File: config.mk
export PLATFORM = sky130hd
export DESIGN_NAME = sram_port_arb
export DESIGN_NICKNAME = d
export VERILOG_FILES = /design/src/rtl/sram_port_arb.sv
export SDC_FILE = /design/constraint.sdc
export NUM_CORES = 1
export LEC_CHECK = 0
export ABC_CLOCK_PERIOD_IN_PS = 2680
export BUFFER_PORTS_ARGS = -buffer_cell sky130_fd_sc_hd__buf_2
export CORE_MARGIN = 1
export CORE_UTILIZATION = 53
export CTS_BUF_LIST = sky130_fd_sc_hd__clkbuf_8 sky130_fd_sc_hd__clkbuf_16
export DETAILED_ROUTE_END_ITERATION = 7
export MAX_ROUTING_LAYER = met4
export PLACE_DENSITY = 0.9
export SLEW_MARGIN = 20
export SYNTH_ARGS = -nofsm -noshare
export SYNTH_HDL_FRONTEND = slang
export SYNTH_SLANG_ARGS = --single-unit
File: constraint.sdc
create_clock -name clk_i -period 2.68 [get_ports clk_i]
set_input_delay 0.402 -clock clk_i [delete_from_list [all_inputs] [get_ports clk_i]]
set_output_delay 0.402 -clock clk_i [all_outputs]
set_load 0.05 [all_outputs]
File: src/rtl/sram_port_arb.sv
// Two-port arbiter for a single-port SRAM. Port A is the core and is not buffered. Port B is the
// program loader: its full-word writes queue in a small FIFO and drain ahead of A when needed.
module sram_port_arb #(
  parameter int unsigned ADDR_WIDTH = 11,
  parameter int unsigned DATA_WIDTH = 32,
  parameter int unsigned FIFO_DEPTH = 4,
  parameter int unsigned MAX_WAIT   = 4
) (
  input  logic                    clk_i,
  input  logic                    rst_ni,
  // port A: core TL-UL adapter
  input  logic                    a_req_i,
  input  logic                    a_we_i,
  input  logic [ADDR_WIDTH-1:0]   a_addr_i,
  input  logic [DATA_WIDTH-1:0]   a_wdata_i,
  input  logic [DATA_WIDTH/8-1:0] a_wmask_i,
  output logic                    a_gnt_o,
  output logic                    a_rvalid_o,
  output logic [DATA_WIDTH-1:0]   a_rdata_o,
  // port B: UART program loader
  input  logic                    b_valid_i,
  input  logic [ADDR_WIDTH-1:0]   b_addr_i,
  input  logic [DATA_WIDTH-1:0]   b_wdata_i,
  output logic                    b_ready_o,
  output logic                    b_idle_o,
  // SRAM macro
  output logic                    csb_o,
  output logic                    web_o,
  output logic [ADDR_WIDTH-1:0]   addr_o,
  output logic [DATA_WIDTH-1:0]   wdata_o,
  output logic [DATA_WIDTH/8-1:0] wmask_o,
  input  logic [DATA_WIDTH-1:0]   rdata_i
);

  localparam int unsigned MaskWidth = DATA_WIDTH / 8;
  localparam int unsigned PtrWidth  = (FIFO_DEPTH > 1) ? $clog2(FIFO_DEPTH) : 1;
  localparam int unsigned CntWidth  = $clog2(FIFO_DEPTH + 1);
  localparam int unsigned WaitWidth = (MAX_WAIT > 0) ? $clog2(MAX_WAIT + 1) : 1;

  logic [ADDR_WIDTH-1:0] fifo_addr_q [FIFO_DEPTH];
  logic [DATA_WIDTH-1:0] fifo_data_q [FIFO_DEPTH];
  logic [PtrWidth-1:0]   wr_ptr_q, wr_ptr_d;
  logic [PtrWidth-1:0]   rd_ptr_q, rd_ptr_d;
  logic [CntWidth-1:0]   count_q, count_d;
  logic [WaitWidth-1:0]  wait_cnt_q, wait_cnt_d;
  logic                  a_rvalid_q, a_rvalid_d;

  logic fifo_full, fifo_empty;
  logic push, pop;
  logic b_win, a_win;

  assign fifo_full  = (count_q == CntWidth'(FIFO_DEPTH));
  assign fifo_empty = (count_q == '0);

  // Readiness comes only from registered occupancy, so a full FIFO refuses a push even on a pop.
  assign b_ready_o = ~fifo_full;
  assign b_idle_o  = fifo_empty;
  assign push      = b_valid_i & ~fifo_full;

  assign b_win = ~fifo_empty &
                 (~a_req_i | fifo_full | (wait_cnt_q >= WaitWidth'(MAX_WAIT)));
  assign a_win = a_req_i & ~b_win;
  assign pop   = b_win;

  always_comb begin
    wr_ptr_d = wr_ptr_q;
    rd_ptr_d = rd_ptr_q;
    count_d  = count_q;
    // Power-of-two depth lets the pointers wrap by natural overflow.
    if (push) begin
      wr_ptr_d = wr_ptr_q + PtrWidth'(1);
    end
    if (pop) begin
      rd_ptr_d = rd_ptr_q + PtrWidth'(1);
    end
    if (push && !pop) begin
      count_d = count_q + CntWidth'(1);
    end else if (pop && !push) begin
      count_d = count_q - CntWidth'(1);
    end
  end

  always_comb begin
    wait_cnt_d = wait_cnt_q;
    if (fifo_empty || b_win) begin
      wait_cnt_d = '0;
    end else if (wait_cnt_q < WaitWidth'(MAX_WAIT)) begin
      wait_cnt_d = wait_cnt_q + WaitWidth'(1);
    end
  end

  assign a_rvalid_d = a_win & ~a_we_i;

  always_ff @(posedge clk_i or negedge rst_ni) begin
    if (!rst_ni) begin
      wr_ptr_q   <= '0;
      rd_ptr_q   <= '0;
      count_q    <= '0;
      wait_cnt_q <= '0;
      a_rvalid_q <= 1'b0;
    end else begin
      wr_ptr_q   <= wr_ptr_d;
      rd_ptr_q   <= rd_ptr_d;
      count_q    <= count_d;
      wait_cnt_q <= wait_cnt_d;
      a_rvalid_q <= a_rvalid_d;
    end
  end

  // Storage needs no reset: occupancy alone decides what is valid.
  always_ff @(posedge clk_i) begin
    if (push) begin
      fifo_addr_q[wr_ptr_q] <= b_addr_i;
      fifo_data_q[wr_ptr_q] <= b_wdata_i;
    end
  end

  always_comb begin
    a_gnt_o = 1'b0;
    csb_o   = 1'b1;
    web_o   = 1'b1;
    addr_o  = '0;
    wdata_o = '0;
    wmask_o = '0;
    if (a_win) begin
      a_gnt_o = 1'b1;
      csb_o   = 1'b0;
      web_o   = ~a_we_i;
      addr_o  = a_addr_i;
      wdata_o = a_wdata_i;
      wmask_o = a_wmask_i;
    end else if (b_win) begin
      csb_o   = 1'b0;
      web_o   = 1'b0;
      addr_o  = fifo_addr_q[rd_ptr_q];
      wdata_o = fifo_data_q[rd_ptr_q];
      wmask_o = {MaskWidth{1'b1}};
    end
  end

  assign a_rvalid_o = a_rvalid_q;
  assign a_rdata_o  = a_rvalid_q ? rdata_i : '0;

endmodule

==> results of run 1 <==
-- Yosys cell counts --
cell type | n | area (sq um)
sky130_fd_sc_hd__buf_12 | 4 | 80.1
sky130_fd_sc_hd__buf_2 | 19 | 95.1
sky130_fd_sc_hd__xnor2_1 | 4 | 35.0
sky130_fd_sc_hd__nor3b_1 | 2 | 15.0
sky130_fd_sc_hd__ha_1 | 6 | 75.1
sky130_fd_sc_hd__buf_4 | 1 | 7.51
sky130_fd_sc_hd__a21oi_1 | 1 | 5.00
sky130_fd_sc_hd__fa_1 | 1 | 20.0
sky130_fd_sc_hd__mux2_2 | 2 | 22.5
sky130_fd_sc_hd__nand2b_1 | 1 | 6.26
sky130_fd_sc_hd__a21boi_2 | 1 | 11.3
sky130_fd_sc_hd__o21ai_0 | 5 | 25.0
sky130_fd_sc_hd__and2_1 | 37 | 231
sky130_fd_sc_hd__edfxtp_1 | 172 | 5160
sky130_fd_sc_hd__inv_2 | 1 | 3.75
sky130_fd_sc_hd__nor3_1 | 1 | 5.00
sky130_fd_sc_hd__o21a_1 | 1 | 7.51
sky130_fd_sc_hd__o211ai_1 | 6 | 45.0
sky130_fd_sc_hd__nand2_1 | 52 | 195
sky130_fd_sc_hd__clkbuf_1 | 9 | 33.8
sky130_fd_sc_hd__or3_1 | 1 | 6.26
sky130_fd_sc_hd__nor2_1 | 3 | 11.3
sky130_fd_sc_hd__o21ai_2 | 38 | 333
sky130_fd_sc_hd__mux4_2 | 43 | 968
sky130_fd_sc_hd__inv_1 | 4 | 15.0
sky130_fd_sc_hd__dfrtp_1 | 11 | 275
sky130_fd_sc_hd__nor3b_2 | 1 | 12.5
sky130_fd_sc_hd__o211ai_2 | 38 | 475
sky130_fd_sc_hd__buf_6 | 6 | 67.6
sky130_fd_sc_hd__xor2_1 | 2 | 17.5
-- where the power goes --
group | switching (mW) | total [mW] | internal, mW | leakage, nW
combinational | 4.17 | 6.48 | 2.31 | 1.95
sequential | 0.221 | 4.01 | 3.79 | 1.71
clock | 1.02 | 2.37 | 1.36 | 0.282
total | 5.41 | 12.9 | 7.45 | 3.94
-- registers in the layout (all words and copies together) (netlist names) --
register,cells
wr_ptr_q,2
count_q,3
wait_cnt_q,3
fifo_data_q,128
rd_ptr_q,2
a_rvalid_o,1
fifo_addr_q,44
-- routing by layer --
layer / wire (um) / track usage / vias up
met5: 0 / - / -
met4: 386 / 0.103 / 0
met3: 860 / 0.0371 / 27
met2: 10400 / 0.441 / 207
met1: 7150 / 0.289 / 2531
li1: - / - / 2289
-- area by class of cell --
class,instances,area share
diodes,2,0.000487
clock buffers,17,0.0414
clock inverters,15,0.0135
inverters,5,0.00183
multi-input cells,246,0.248
flip-flops and latches,183,0.530
well taps,188,0.0229
repair buffers,231,0.141
-- final timing paths --
kind,to,start,slack (ns)
setup / recovery,addr_o[10],count_q[1],0.03
hold / removal,a_rvalid_o,a_we_i,0.15
setup reg to reg,count_q[2],count_q[1],0.23
hold reg to reg,wait_cnt_q[0],wait_cnt_q[0],0.46
max in group asynchronous,rd_ptr_q[0],rst_ni,2.04
min in group asynchronous,a_rvalid_o,rst_ni,0.38
-- logic make-up (layout without fill, tap and decap cells) --
family / Yosys count / in the layout / share of synthesized area
other: 0 / 2 / 0
buffers and inverters: 44 / 268 / 0.0366
adder cells (fa/ha/maj): 7 / 7 / 0.0115
AO/OA/AOI/OAI: 90 / 90 / 0.109
AND/OR/NAND/NOR: 98 / 98 / 0.0584
XOR/XNOR: 6 / 6 / 0.00636
flip-flops: 183 / 183 / 0.658
multiplexers: 45 / 45 / 0.120
-- timing repair --
| item | CTS | global route |
|---|---|---|
| setup buffers | 4 | 0 |
| setup endpoints to repair | 44 | 41 |
| gates resized for setup | 9 | 43 |
| endpoints found under the hold margin | 11 | 0 |
| hold buffers | 1 | 0 |
-- per-stage QoR --
| stage | utilization | TNS, ns | worst slack (ns) | area [sq um] | instances |
|---|---|---|---|---|---|
| after global routing | 0.676 | -0.0349 | -0.0110 | 10300 | 887 |
| after floorplan | - | 0 | 0.148 | 8270 | 473 |
| final | 0.676 | 0 | 0.0257 | 10300 | 887 |
| after detailed placement | 0.628 | 0 | 0.273 | 9550 | 848 |
| after CTS | 0.670 | 0 | 0.00495 | 10200 | 885 |
| after global placement | 0.628 | 0 | 0.402 | 9550 | 848 |
==> results.txt, run 1 <==
The flow ran to the end, and the final reports show no timing, DRC or antenna violations. The cell count after synthesis came out at 473. The initial antenna violation count is 2. The critical path startpoint category is a register.

The cell with the largest stage delay on the worst path is sky130_fd_sc_hd__or3_2. The min-delay analysis places its worst path in the category primary input to register. The count of nets after finishing came out at 818. In this run the number of cells on the critical path is 5. Dividing total power by cell area gives a power density of 1250 nW/um^2. Clock latency on the worst-skew pair, taken at its later pin, is 0.42 ns. The area occupied by registers came out at 5450 sq um.

The final max-slew violation count is 0. The longest individual stage delay on the worst path is 0.54 ns. The post-route fraction of the period consumed by the critical path came out at 0.990.

For this run the aggregate overflow at the end of global routing stands at 0. STA puts the critical path data arrival time at 2.25 ns. The placed wire-length estimate is 12,300 um.

The detail route stage leaves a number of antenna-violating nets equal to 0. In this run, distinct cell masters in the synthesized netlist total 30. The detailed-route vias per instance came out at 5.70. The combined global-route utilization of all metal layers is 0.251.

In the final layout, the multi-input gates occupy 2550 sq um. The overall power of the completed layout is 12.9 mW. The final hold slack came out at 0.154 ns. The number of detailed-route iterations in the first pass is 4.

The vertical die dimension is 127 um. The number of cells on the worst reg-to-reg path is 9. The via count of the first global-routing pass came out at 5,235. The worst path buffer plus inverter count came out at 2. Setup repair after global routing could not meet its margin everywhere. The DRC violation count after routing is 0.

Among cell families on the critical path, the largest total delay comes from simple AND/OR/NAND/NOR gates. The post-route minimum period is 2.65 ns. The biggest fanout along the worst timing path came out at 45.

In this run the clock root is driven by a sky130_fd_sc_hd__clkbuf_16. The measured slew at the worst slew-check pin came out at 0.643 ns. The initial utilization of the core area, before any placement, comes to 0.544. The synthesized netlist net count came out at 607. The flip-flop and latch count after synthesis came out at 183.

Of the synthesized area, sequential elements account for 0.658. Clock skew on the completed layout was measured at 0.00622 ns. In this run the static leakage power is 3.94 nW. For this design, the sink count on the clock tree is 183.

TritonCTS built the clock tree. The number of filler instances in the final layout came out at 1,014. The pin count of the biggest net entering global routing came out at 52. The total CTS buffers is 17. The headroom to the max-slew limit came out at 0.572. The number of endpoints failing setup at the final stage came out at 0. The average cell area after synthesis is 17.5 sq um. The final-report hold violation count came out at 0. The CTS H-tree depth is 4. The overall routed net length is 18,800 um. The floorplan step defined a die boundary enclosing 16,100 sq um. The horizontal die dimension came out at 127 um.

Counting along the longest clock path gives a buffer depth of 2. The weighted congestion reported at the end of routability-driven placement is 0.744. The total via count in the routed design came out at 5,054. The number of I/O port buffers came out at 211. The depth of the worst hold-timing path is 2.

The placement row count is 45. The critical path goes through or3_2 -> o21a_4 -> buf_12 -> o21ai_1 -> buf_6. The required time of the critical path is 2.28 ns.

The initial detailed-routing violation count came out at 333. The floorplan core area is 15,200 sq um. The fraction of final layout cells sized beyond drive strength 1 came out at 0.565. The highest attainable clock frequency came out at 0.377 GHz. STA classifies the critical path endpoint as a primary output. The first-pass GRT wire length came out at 28,500 um. The library cells used most frequently in the layout, excluding fill and tap cells, are sky130_fd_sc_hd__edfxtp_1, sky130_fd_sc_hd__buf_2, sky130_fd_sc_hd__nand2_1, sky130_fd_sc_hd__mux4_2. Max-cap violations in this run came to 0. The synthesis-to-layout area growth came out at 24.3%.

The startpoint-to-endpoint class of the critical path is register to primary output. The clock transition time at the flip-flop clock pins of the worst setup and hold paths came out at 0.07 ns. The number of synthesis warnings came out at 0.

The library cell used most frequently in the layout, excluding fill and tap cells, is sky130_fd_sc_hd__edfxtp_1. Across the VDD grid, the largest voltage drop is 0.00105 V. The I/O pin count is 212. Dividing the detail-routed wire length by the instance count gives 21.2 um. The summed instance area of the synthesized netlist came out at 8270 sq um.
(Power assumes the default switching activity.)
==> run 2, diff against run 1 <==
CELL_PAD_IN_SITES_DETAIL_PLACEMENT = 1   (was unset)
CELL_PAD_IN_SITES_GLOBAL_PLACEMENT = 2   (was unset)
CORE_UTILIZATION = 37   (was 53)
PLACE_DENSITY = 0.89   (was 0.9)
==> run 2 against run 1 <==
  * Die area is 43% higher
  * Sequential share of layout area grew 0.42 points
  * Register-to-register slack better by 0.12 ns
  * Clock power shrank 8%
  * Clock skew up 0.0021 ns
  * Clock-buffer cell count stayed put
  * Total power is 3.0% lower
  * Critical path depth unchanged
  * Via count decreased by 1.4%
  * Hold slack better by 0.031 ns
  * Flip-flop and latch count is the same
  * Critical endpoint is now wdata_o[18]
  * Fmax up 3.9%
==> results.txt, run 2 (same netlist as run 1, synthesis figures left out) <==
The endpoint arrival time on the critical path came out at 2.15 ns. The post-route clock skew came out at 0.00832 ns. At the worst endpoint, the required time is 2.28 ns. The maximum resistive drop on vdd is 0.000631 V.

The biggest fanout along the worst timing path is 22. The worst setup path is launched from a register. The post-route fraction of the period consumed by the critical path came out at 0.953.

The depth of the worst hold-timing path came out at 2. The slowest stage of the critical path is the sky130_fd_sc_hd__dfrtp_1 cell. TritonCTS built the clock tree.

The longest individual stage delay on the worst path is 0.46 ns. fifo_data_q holds more flip-flops than any other register. The weighted congestion reported at the end of routability-driven placement is 0.680. The placed wire-length estimate is 13,100 um.

The clock transition time at the flip-flop clock pins of the worst setup and hold paths is 0.07 ns. The first TritonRoute pass finished after 7 iterations. From synthesis to final layout, the design area changed by 23.3%. Together, buffers and inverters on the worst path number 2.

The leakage power summed over all cells came out at 3.88 nW. The area of the die is 22,900 sq um. The setup slack of the most critical reg-to-reg path is 0.35 ns.

The initial detailed-routing violation count came out at 215. In the final layout, the share of cells above drive strength 1 is 0.563. Counting cells, the worst reg-to-reg path comes to 9. The top cell types in the final layout, fill and taps aside, are sky130_fd_sc_hd__buf_2, sky130_fd_sc_hd__edfxtp_1, sky130_fd_sc_hd__nand2_1, sky130_fd_sc_hd__mux4_2.

The overall routed net length is 19,900 um. In the global route stage, overall resource usage came out at 0.184. The vertical die dimension came out at 151 um. The DRC violation count after routing came out at 0. The remaining global-route overflow came out at 0. The placement row count is 54.

The headroom to the max-slew limit is 0.532. The overall power of the completed layout came out at 12.5 mW. The start point of the worst min-delay path is a_we_i. 212 I/O pins were placed. The first global-routing pass estimated 29,500 um of wire.

The number of endpoints failing setup at the final stage came out at 0. The worst hold path terminates at a_rvalid_o. The worst min-delay path category is primary input to register. The final-report hold violation count is 0. The count of nets after finishing came out at 816. The startpoint-to-endpoint class of the critical path is register to primary output. The library cell used as clock root buffer is sky130_fd_sc_hd__clkbuf_16.

The routed length per placed instance is 20.4 um. The post-route minimum period is 2.56 ns. The power per standard cell area came out at 1220 nW/um^2. The worst flop-to-flop path startpoint is count_q[0]. The count of antenna-violating nets left after detailed routing is 0. The flip-flop count of the largest register after layout came out at 128. The horizontal die dimension is 151 um. The number of sinks on the clock net came out at 183. Leaving out fill and tap cells, the most frequent cell in the layout is sky130_fd_sc_hd__buf_2.

The tool flagged a number of max-cap violations equal to 0. Entering global routing, the biggest net connects 47 pins. The initial antenna violation count is 3.

For this configuration, the core starts out at a cell density of 0.378. The worst setup path is captured at a primary output. Setup repair after global routing left no endpoint under its margin. Counting the fill cells in the layout gives 2,209. The floorplan core area came out at 21,900 sq um. The via count of the first global-routing pass came out at 5,363. The H-tree generated during clock tree synthesis spans 4 levels. The highest attainable clock frequency came out at 0.391 GHz.

The signal on the critical path passes through or3_4 -> o21a_4 -> clkbuf_16 -> o21ai_2 -> buf_2. The run finished with clean final reports. The total via count in the routed design is 4,982. The setup total negative slack is 0 ns. The clock insertion delay at the later pin of the skew report came out at 0.42 ns.

In this run the critical register-to-register path is captured at count_q[2]. The maximum clock insertion buffer count is 2. Broken down by cell family, the worst path's largest delay share belongs to buffers and inverters. The largest registers in the layout are fifo_data_q (128), fifo_addr_q (44). Counting the buffers created by CTS gives 17. After detailed routing, the number of vias per cell comes to 5.10. The final max-slew violation count is 0. The measured slew at the worst slew-check pin is 0.702 ns. The number of I/O port buffers is 211.
[run 2: where the power goes]
part | total (mW) | switching, mW | internal, mW
registers | 4.04 | 0.238 | 3.80
logic | 6.24 | 4.14 | 2.10
clock network | 2.19 | 1.02 | 1.17
[run 2: routing by layer]
layer	up-vias	GRT usage	wire, um
met3	13	0.0386	1200
met1	2506	0.208	7990
li1	2282	-	-
met2	181	0.322	10600
met4	0	0.0635	174
met5	-	-	0
[run 2: through the flow]
step | hold WS (ns) | setup slack, ns | instances | instance area (sq um) | util
after floorplan | 0.106 | 0.148 | 473 | 8270 | -
after global placement | 0.288 | 0.296 | 939 | 9580 | 0.438
after detailed placement | 0.294 | 0.250 | 939 | 9580 | 0.438
after CTS | 0.151 | 0.0509 | 973 | 10200 | 0.464
after global routing | 0.170 | 0.00368 | 977 | 10200 | 0.466
final | 0.185 | 0.125 | 977 | 10200 | 0.466
[run 2: worst register-to-register path, cell delays in order (launching register included)]
cell                      delay (ns)
sky130_fd_sc_hd__dfrtp_1        0.46
sky130_fd_sc_hd__or3_4          0.43
sky130_fd_sc_hd__o21a_4         0.17
sky130_fd_sc_hd__inv_2          0.13
sky130_fd_sc_hd__ha_1           0.21
sky130_fd_sc_hd__inv_1          0.07
sky130_fd_sc_hd__fa_1           0.37
sky130_fd_sc_hd__xor2_1         0.15
sky130_fd_sc_hd__nor2_1         0.12
sky130_fd_sc_hd__xor2_1         0.15
[run 2: worst max path at each step]
stage / endpoint / startpoint / cells after the start / slack (ns)
after floorplan: addr_o[10] / count_q[1] / 4 / 0.15
after detailed placement: count_q[2] / count_q[1] / 9 / 0.25
final: wdata_o[18] / count_q[0] / 5 / 0.12
after global placement: count_q[2] / count_q[1] / 9 / 0.30
after CTS: wdata_o[0] / count_q[1] / 6 / 0.05
after global routing: wdata_o[31] / rd_ptr_q[0] / 5 / 0.004
[run 2: what timing repair did]
action	in CTS	in global routing
resized for setup	11	1
endpoints found under the hold margin	11	0
gates cloned	0	1
hold buffers	1	0
setup endpoints to repair	44	5
setup buffers	2	0
[run 2: area by class of cell]
type / instances / area, sq um / area share
tap: 280 / 350 / 0.0344
multi-input combinational: 246 / 2560 / 0.251
clock inverter: 14 / 88.8 / 0.00872
clock buffer: 17 / 425 / 0.0417
sequential: 183 / 5450 / 0.534
timing repair buffer: 229 / 1290 / 0.127
inverter: 5 / 18.8 / 0.00184
antenna: 3 / 7.51 / 0.000737
==> run 3, diff against run 2 <==
ABC_CLOCK_PERIOD_IN_PS = 2500   (was 2680)
REMOVE_ABC_BUFFERS = 1   (was unset)
clock period = 2.5 ns   (was 2.68 ns; I/O delays follow)
==> run 3 against run 2 <==
  * Clock power increased by 30%
  * Cell area increased by 3.8%
  * Combinational power increased by 18%
  * Hold slack got worse by 0.057 ns
  * Via count increased by 2.2%
  * Non-clock buffer count increased by 6
  * Cell count increased by 0.72%
  * Clock-buffer cell count unchanged
  * Flip-flop and latch count unchanged
  * Critical endpoint is now wdata_o[0]
  * Largest cell class unchanged
==> results.txt, run 3 (same netlist as run 1, synthesis figures left out) <==
The floorplan step set the die width to 151 um. The floorplan core area came out at 21,900 sq um. Max-cap violations in this run came to 0. The final instance area came out at 10,600 sq um. In the final layout, the registers with the most flip-flops are fifo_data_q (128), fifo_addr_q (44). The flip-flop count of the largest register after layout came out at 128.

The final max-slew violation count is 0. The critical path startpoint category is a register. The synthesis-to-layout area growth is 27.9%. The combined global-route utilization of all metal layers came out at 0.193. The total via count in the routed design came out at 5,093.

In the layout the commonest cells are sky130_fd_sc_hd__edfxtp_1, sky130_fd_sc_hd__buf_2, sky130_fd_sc_hd__nand2_1, sky130_fd_sc_hd__mux4_2, sky130_fd_sc_hd__o21ai_2. The biggest fanout along the worst timing path is 17. Derived from the worst setup path, the maximum achievable clock frequency is 0.407 GHz. The sequential cells in the finished layout cover a total of 5450 sq um. After global routing the overflow that remains totals 0. The placed wire-length estimate came out at 13,500 um. In this run the worst hold path is classified as primary input to register. The number of sinks on the clock net came out at 183. The CTS H-tree depth is 4. The post-route clock skew is 0.0122 ns. The count of antenna-violating nets left after detailed routing is 0. After routing, the total negative slack on setup checks comes to 0 ns. In this run the tightest slew margin relative to its limit is 0.565.

After floorplanning, the core was divided into 54 placement rows. The fraction of final layout cells sized beyond drive strength 1 is 0.575. The final-report hold violation count is 0. The routed length per placed instance came out at 21.0 um. The via count of the first global-routing pass came out at 5,475. The power per standard cell area came out at 1370 nW/um^2. STA puts the critical path data required time at 2.12 ns. The first global-routing pass estimated 30,900 um of wire.

The total CTS buffers is 17. Traced cell by cell, the critical path runs through buf_12 -> mux4_2 -> o211ai_1 -> o21ai_2 -> buf_6. The total instance count after detailed placement is 947. The vertical die dimension came out at 151 um. At the worst endpoint, the arrival time is 2.08 ns. The final core area utilization is 0.483. The most common cell after layout, fill and taps aside is sky130_fd_sc_hd__edfxtp_1. Setup repair after global routing could not meet its margin everywhere. The family of cells with the greatest summed delay on the critical path is flip-flops.

The worst path buffer plus inverter count is 2. The weighted congestion reported at the end of routability-driven placement came out at 0.693. The I/O pin count came out at 212. The initial antenna violation count is 3. The number of filler instances in the final layout came out at 2,172. The overall routed net length is 20,700 um.

Summed over all cells, the static leakage comes to 4.02 nW. VDD sags by at most 0.000867 V. The post-route non-filler standard cell count came out at 984. At the later pin of the worst-skew pair, clock insertion delay measures 0.44 ns. The count of nets after finishing came out at 822. Entering global routing, the biggest net connects 52 pins. The largest individual stage delay along the critical path comes from the cell sky130_fd_sc_hd__dfrtp_4. The initial detailed-routing violation count came out at 247. The effective utilization at floorplan came out at 0.378. The number of endpoints failing setup at the final stage came out at 0. The die covers 22,900 sq um. Overall power consumption after layout is estimated at 14.5 mW. STA classifies the critical path endpoint as a primary output.

The instance area after placement came out at 9630 sq um. The area used by multi-input combinational logic came out at 2570 sq um. The critical path is of the register to primary output type. The maximum clock insertion buffer count came out at 2. fifo_data_q holds more flip-flops than any other register.

The TritonCTS clock tree is done. The detailed-route vias per instance came out at 5.18. In the routed design, unresolved DRC markers number 0. The post-route minimum period came out at 2.46 ns. The flow ran to the end, and the final reports show no timing, DRC or antenna violations. The longest individual stage delay on the worst path came out at 0.52 ns. Clock-pin slew was measured on the worst setup and hold paths at 0.08 ns. In the finished design, the share of the clock period the worst path needs comes to 0.982. CTS placed an instance of sky130_fd_sc_hd__clkbuf_16 at the clock tree root. The number of detailed-route iterations in the first pass came out at 4. For the pin with the worst max-slew slack, the measured transition is 0.653 ns. The number of I/O port buffers is 211.
[run 3: final cells by class]
type / instances / area share
inverters: 5 / 0.00177
multi-input cells: 246 / 0.243
flip-flops and latches: 183 / 0.515
clock buffers: 17 / 0.0402
well taps: 280 / 0.0331
repair buffers: 235 / 0.147
diodes: 3 / 0.000710
clock inverters: 15 / 0.0188
[run 3: worst reg2reg max path, stage by stage, from the launching register on]
cell and delay, ns:
sky130_fd_sc_hd__dfrtp_2 0.45, sky130_fd_sc_hd__or3_4 0.43, sky130_fd_sc_hd__o21a_4 0.15, sky130_fd_sc_hd__inv_2 0.12, sky130_fd_sc_hd__ha_1 0.22, sky130_fd_sc_hd__inv_1 0.08
sky130_fd_sc_hd__fa_1 0.38, sky130_fd_sc_hd__xor2_1 0.16, sky130_fd_sc_hd__nor2_1 0.12, sky130_fd_sc_hd__xor2_1 0.15
[run 3: final timing paths]
path,startpoint,endpoint,slack [ns],depth (start not counted)
worst max-delay path,rd_ptr_q[0],wdata_o[0],0.04,5
worst min-delay path,a_we_i,a_rvalid_o,0.13,2
worst max register to register,count_q[1],count_q[2],0.18,9
worst min register to register,wait_cnt_q[0],wait_cnt_q[0],0.45,1
max in group asynchronous,rst_ni,rd_ptr_q[0],1.88,2
min in group asynchronous,rst_ni,a_rvalid_o,0.37,2
[run 3: layer usage]
metal  global-route usage  vias up  share of wire
met3               0.0422       27          0.058
met5                    -        -              0
li1                     -     2295              -
met1                0.225     2580           0.40
met4               0.0625        0          0.015
met2                0.332      191           0.52
[run 3: per-stage QoR]
stage | worst slack (ns) | hold WS (ns)
6_report | 0.0449 | 0.129
4_1_cts | 0.00291 | 0.115
3_3_place_gp | 0.194 | 0.263
3_5_place_dp | 0.0988 | 0.270
2_1_floorplan | -3.64 | 0.0794
5_1_grt | -0.0532 | 0.116
[run 3: power by group]
| part | switching [mW] | total (mW) | internal [mW] |
|---|---|---|---|
| Clock | 1.16 | 2.84 | 1.68 |
| Combinational | 4.62 | 7.35 | 2.73 |
| Sequential | 0.235 | 4.30 | 4.06 |
[run 3: timing repair]
item                                    in CTS  in global routing
endpoints found under the hold margin       11                  0
gates resized for setup                     87                 13
hold buffers                                 1                  0
buffers inserted                             1                  0
endpoints found under the setup margin      46                 33
